File: config.mk
export PLATFORM = sky130hd
export DESIGN_NAME = x_mux_scan
export DESIGN_NICKNAME = d
export VERILOG_FILES = /design/src/rtl/x_mux_pkg.sv /design/src/rtl/x_prio_next.sv /design/src/rtl/x_mux_scan.sv
export SDC_FILE = /design/constraint.sdc
export NUM_CORES = 1
export LEC_CHECK = 0
export ABC_AREA = 1
export CAP_MARGIN = 20
export CORE_UTILIZATION = 30
export CTS_BUF_LIST = sky130_fd_sc_hd__clkbuf_8
export DETAILED_ROUTE_END_ITERATION = 16
export GPL_TIMING_DRIVEN = 0
export PLACE_DENSITY_LB_ADDON = 0.1
export SLEW_MARGIN = 30
export SYNTH_ARGS = -nofsm -noshare
export SYNTH_HDL_FRONTEND = slang
export SYNTH_SLANG_ARGS = --single-unit
File: constraint.sdc
create_clock -name i_clk -period 2.25 [get_ports i_clk]
set_input_delay 0.45 -clock i_clk [delete_from_list [all_inputs] [get_ports i_clk]]
set_output_delay 0.45 -clock i_clk [all_outputs]
set_load 0.1 [all_outputs]
File: src/rtl/x_mux_pkg.sv
// Shared types and constants for the scanning channel selector.
package x_mux_pkg;

   typedef enum logic [1:0] {
      ST_IDLE,
      ST_MAN,
      ST_SCAN
   } state_t;

   localparam logic MODE_MAN  = 1'b0;
   localparam logic MODE_SCAN = 1'b1;

endpackage

File: src/rtl/x_prio_next.sv
// Rotating priority encoder: first set mask bit after cur, wrapping through 0..cur.
// With cur = N-1 it returns the lowest set bit.
module x_prio_next #(
   parameter int N     = 8,
   parameter int IDX_W = $clog2(N)
) (
   input  logic [N-1:0]     mask,
   input  logic [IDX_W-1:0] cur,
   output logic [IDX_W-1:0] next,
   output logic             found,
   output logic             wrapped
);

   logic [IDX_W-1:0] cand;

   always_comb begin
      next    = '0;
      found   = 1'b0;
      wrapped = 1'b0;
      cand    = '0;
      for (int off = 1; off <= N; off++) begin
         cand = IDX_W'((int'(cur) + off) % N);
         if (!found && mask[cand]) begin
            found   = 1'b1;
            next    = cand;
            wrapped = (int'(cur) + off) >= N;
         end
      end
   end

endmodule

File: src/rtl/x_mux_scan.sv
// N-channel selector with manual hold or round-robin scan, registered output
// and valid/ready handshake towards a single consumer.
module x_mux_scan
   import x_mux_pkg::*;
#(
   parameter  int N     = 8,
   parameter  int W     = 1,
   parameter  int DWELL = 1,
   localparam int IDX_W = $clog2(N)
) (
   input  logic             i_clk,
   input  logic             i_rst,
   input  logic [N*W-1:0]   i_data,
   input  logic [N-1:0]     i_mask,
   input  logic             i_mode,
   input  logic [IDX_W-1:0] i_sel,
   input  logic             i_sel_load,
   output logic [W-1:0]     o_y,
   output logic [IDX_W-1:0] o_idx,
   output logic             o_valid,
   input  logic             i_ready,
   output logic             o_wrap
);

   localparam int DW_W = (DWELL > 1) ? $clog2(DWELL) : 1;

   state_t           state;
   logic [IDX_W-1:0] sel_q;
   logic [IDX_W-1:0] cur;
   logic [DW_W-1:0]  dwell;
   logic             wrap_pend;
   logic             cap;

   logic [W-1:0]     ch [N];
   logic [IDX_W-1:0] nxt_idx;
   logic             nxt_found;
   logic             nxt_wrap;
   logic [IDX_W-1:0] low_idx;
   logic             low_found;
   logic             low_wrap_unused;
   logic [IDX_W-1:0] scan_entry;

   always_comb begin
      for (int k = 0; k < N; k++) begin
         ch[k] = i_data[k*W +: W];
      end
   end

   x_prio_next #(.N(N), .IDX_W(IDX_W)) u_next (
      .mask    (i_mask),
      .cur     (cur),
      .next    (nxt_idx),
      .found   (nxt_found),
      .wrapped (nxt_wrap)
   );

   x_prio_next #(.N(N), .IDX_W(IDX_W)) u_low (
      .mask    (i_mask),
      .cur     (IDX_W'(N - 1)),
      .next    (low_idx),
      .found   (low_found),
      .wrapped (low_wrap_unused)
   );

   assign scan_entry = low_found ? low_idx : '0;
   assign cap        = !o_valid || i_ready;

   // Manual index loads even while the output is stalled; out-of-range indices are dropped.
   always_ff @(posedge i_clk) begin
      if (i_rst) begin
         sel_q <= '0;
      end else if (i_sel_load && (int'(i_sel) < N)) begin
         sel_q <= i_sel;
      end
   end

   always_ff @(posedge i_clk) begin
      if (i_rst) begin
         state     <= ST_IDLE;
         cur       <= '0;
         dwell     <= '0;
         wrap_pend <= 1'b0;
         o_y       <= '0;
         o_idx     <= '0;
         o_valid   <= 1'b0;
         o_wrap    <= 1'b0;
      end else if (cap) begin
         case (state)
            ST_IDLE: begin
               o_valid <= 1'b0;
               o_wrap  <= 1'b0;
               if (i_mode == MODE_MAN) begin
                  state <= ST_MAN;
               end else begin
                  state     <= ST_SCAN;
                  cur       <= scan_entry;
                  dwell     <= '0;
                  wrap_pend <= 1'b0;
               end
            end
            ST_MAN: begin
               o_wrap <= 1'b0;
               if (i_mode != MODE_MAN) begin
                  state     <= ST_SCAN;
                  cur       <= scan_entry;
                  dwell     <= '0;
                  wrap_pend <= 1'b0;
                  o_valid   <= 1'b0;
               end else if (i_mask[sel_q]) begin
                  o_y     <= ch[sel_q];
                  o_idx   <= sel_q;
                  o_valid <= 1'b1;
               end else begin
                  o_valid <= 1'b0;
               end
            end
            ST_SCAN: begin
               if (i_mode != MODE_SCAN) begin
                  state   <= ST_MAN;
                  o_valid <= 1'b0;
                  o_wrap  <= 1'b0;
               end else if (!i_mask[cur]) begin
                  // Current channel disabled: spend one bubble hopping to the next live one.
                  o_valid <= 1'b0;
                  o_wrap  <= 1'b0;
                  dwell   <= '0;
                  if (nxt_found) begin
                     cur <= nxt_idx;
                  end
               end else begin
                  o_y       <= ch[cur];
                  o_idx     <= cur;
                  o_valid   <= 1'b1;
                  o_wrap    <= wrap_pend;
                  wrap_pend <= 1'b0;
                  if (dwell == DW_W'(DWELL - 1)) begin
                     cur       <= nxt_idx;
                     dwell     <= '0;
                     wrap_pend <= nxt_wrap;
                  end else begin
                     dwell <= dwell + 1'b1;
                  end
               end
            end
            default: begin
               state   <= ST_IDLE;
               o_valid <= 1'b0;
               o_wrap  <= 1'b0;
            end
         endcase
      end
   end

endmodule
==> flow_summary.toml <==
[run_status]
status = "finished, final reports clean"

[timing]
post-route-period-util_pct = 99.77
hold_violations = 0
period_needed_ns = 2.245
fmax_mhz = 445.5
fin_skew_ns = 0.002814
tns_ns = 0
worstMarginPinSlew_ns = 0.9760
setup_viol_count_final = 0
final-max-slew-violation-count = 0
slew_headroom_pct = 34.73
whs_ns = 0.4858
rsz0062_at_grt = "true"

[synth]
synth-seq-area-share_pct = 15.68
ys_seq_elements = 15
syn_area_um2 = 1916
async_flop_share_pct = 0
yosysTopAreaCell = "dfxtp_1"
synth_flop_cell = "dfxtp_1"
synth_cell_type_count = 41
synth_edf_count = 0
synth_top_area_share_pct = 15.68
syn_avg_cell_area_um2 = 6.043
synthCells = 317
syn-num-nets = 352
yosys-top-cells-area = "dfxtp_1, nand2_1, nand3_1"
ys.warnings.count = 0

[power]
pwr-share-clk_pct = 5.7
p_comb_share_pct = 84.2
peakVddDrop_mv = 0.9927
switching_share_pct = 58.17
cellPowerDensity_nw_per_um2 = 1582
power.switching_uw = 2392
p_int_uw = 1720
seqPwrFrac_pct = 10.1
p_leak_uw = 0.001200

[worst_setup_path]
rrSetupSlack_ns = 0.005
crit_slowest_cell = "dfxtp_2"
cp.arrival_ns = 2.38
rr_worst_depth = 15
r2r-end = "wrap_pend"
r2r_start = "cur[0]"
crit_fanout = 9
crit_type = "flip-flop to flip-flop"
crit_chain = "buf_6, inv_8, buf_12, ha_4, nand3_2, nand3_2, nand2_4, nor2_8, nand4_4, nor2_4, nand2_4, o21bai_1, inv_1, nand2_2, a21oi_2"
critPathBufInv = 4
crit_required_ns = 2.39
cp_top_family = "simple AND/OR/NAND/NOR gates"
worstSetupStartpointType = "flip-flop"
critical-path-max-stage-delay_ns = 0.33
worstSetupEndpointType = "flip-flop"

[cells_and_area]
fin_cells = 436
final_cell_mix = "nand2_1, nand3_1, nor2_1, inv_1, clkdlybuf4s50_1"
drive_gt1_share_pct = 19.67
layout_commonest_cell = "nand2_1"
fill_cells = 664
diodes = 0
num-nets-final = 397
areaGrowthSynthToFinish_pct = 35.73

[global_routing]
grt_use_total_pct = 18.84
antenna_found_initial = 0
grt_max_degree = 14
grt_pass1_wl_mm = 9.867
first_global_vias = 2132
grt-ovfl-total = 0

[clock_tree]
clock_latency_ns = 0.25
hold_buffers = 0
clk_path_buf_depth = 2
cts.sinks = 15
cts_made_buffers = 3
cts_tree = "built"
clk_pin_slew_ns = 0.07
clock-root-buffer = "clkbuf_8"
htree_levels = 1

[hold_path]
holdPathEnd = "wrap_pend"
min_from = "wrap_pend"
min_path_type = "flip-flop to flip-flop"
hold_depth = 2

[flow_run]
maxCapViolCount = 0

[route]
wire_per_inst_um = 13.29
route.detailed.drc = 0
first_pass_iters = 4
vias = 2191
dr.first_iter.drc_count = 125
wirelength_mm = 5.795
ant_nets = 0
viasPerCell = 5.025

[die]
die_y_um = 81.91
core_um2 = 6026
start_util_pct = 31.79
die-area_um2 = 6709
rows = 28
ios = 30
die_x_um = 81.91

[placement]
place_congestion = 0.8457
port_buffers = 29
dpl.cell_count = 421
dp_hpwl_mm = 4.428
worst reg2reg max path, cell delays in order (launching register included):
cell      delay, ns
dfxtp_2        0.33
buf_6          0.12
inv_8          0.05
buf_12         0.12
ha_4           0.32
nand3_2        0.11
nand3_2        0.11
nand2_4        0.09
nor2_8         0.16
nand4_4        0.12
nor2_4         0.18
nand2_4        0.09
o21bai_1       0.15
inv_1          0.06
nand2_2        0.06
a21oi_2        0.05
registers in the layout, indices dropped and copies added, names as in the netlist:
| signal | cells |
|---|---|
| o_idx | 3 |
| o_valid | 1 |
| o_y | 1 |
| cur | 3 |
| o_wrap | 1 |
| wrap_pend | 1 |
| sel_q | 3 |
| state | 2 |
Yosys cell counts, types with 2 or more instances:
cell        n
a211oi_1    3
a21oi_1    20
buf_2       3
buf_6       3
clkbuf_1    2
clkinv_1    2
dfxtp_1    15
ha_1       11
inv_1      32
inv_2       3
nand2_1    76
nand2_2     8
nand2_4     2
nand3_1    38
nand3_2     9
nand3b_1    2
nand4_1     3
nor2_1     32
nor3_1      2
o2111ai_1   2
o21ai_0    25
o21ai_1     3
o21bai_1    2
o221ai_1    2
per-stage QoR:
step / setup WS [ns] / utilization, % / power (uW) / cell area, um^2
after floorplan: 0.02602 / - / 2649 / 1931
after global placement: -0.3296 / 38.41 / 3297 / 2315
after detailed placement: -0.3174 / 38.41 / 3290 / 2315
after CTS: 0.004988 / 40.51 / 3732 / 2441
after global routing: -0.1724 / 43.15 / 4497 / 2600
final: 0.005261 / 43.15 / 4113 / 2600
power groups by stage:
| stage | combinational, uW | sequential (uW) | clock [uW] |
|---|---|---|---|
| 5_1_grt | 3830 | 424 | 247 |
| 2_1_floorplan | 2010 | 640 | 0 |
| 6_report | 3460 | 416 | 234 |
| 3_5_place_dp | 2880 | 414 | 0 |
| 4_1_cts | 3080 | 417 | 236 |
| 3_3_place_gp | 2880 | 415 | 0 |
cell type report:
type | instances | area, um^2 | area share [%]
flip-flops and latches | 15 | 305.3 | 11.74
well taps | 75 | 93.84 | 3.609
clock inverters | 1 | 5.005 | 0.1925
repair buffers | 40 | 382.9 | 14.73
plain buffers | 9 | 82.58 | 3.176
multi-input cells | 255 | 1526 | 58.71
clock buffers | 3 | 41.29 | 1.588
inverters | 38 | 162.7 | 6.256
worst max-delay path by stage:
| stage | startpoint | end | slack [ns] | cells after the start |
|---|---|---|---|---|
| after floorplan | cur[0] | cur[1] | 0.03 | 18 |
| after global routing | cur[0] | wrap_pend | -0.17 | 16 |
| after global placement | cur[0] | cur[0] | -0.33 | 18 |
| after detailed placement | cur[1] | wrap_pend | -0.32 | 15 |
| after CTS | cur[0] | wrap_pend | 0.005 | 15 |
| final | cur[0] | wrap_pend | 0.005 | 15 |
routing by layer:
| layer | part of all wire, % | global-route usage (%) | vias to the layer above |
|---|---|---|---|
| li1 | - | - | 1156 |
| met3 | 4.0 | 2.111 | 7 |
| met2 | 45 | 32.07 | 44 |
| met4 | 1.2 | 4.561 | 0 |
| met5 | 0 | 0 | - |
| met1 | 49 | 25.07 | 984 |
cell families (layout without fill, tap and decap cells):
group,after synthesis,after routing,synth area share (%)
compound gates,65,65,19.79
simple gates,178,178,45.59
flops,15,15,15.68
xor+xnor,1,1,0.8493
fa+ha+maj,11,11,7.185
buf+inv,47,91,10.91
what timing repair did:
item,CTS,global route
resized for setup,18,27
setup buffers,3,8
endpoints found under the setup margin,4,5
gates cloned,0,0
pin swaps,4,8
Power figures use the tool's default switching activity.
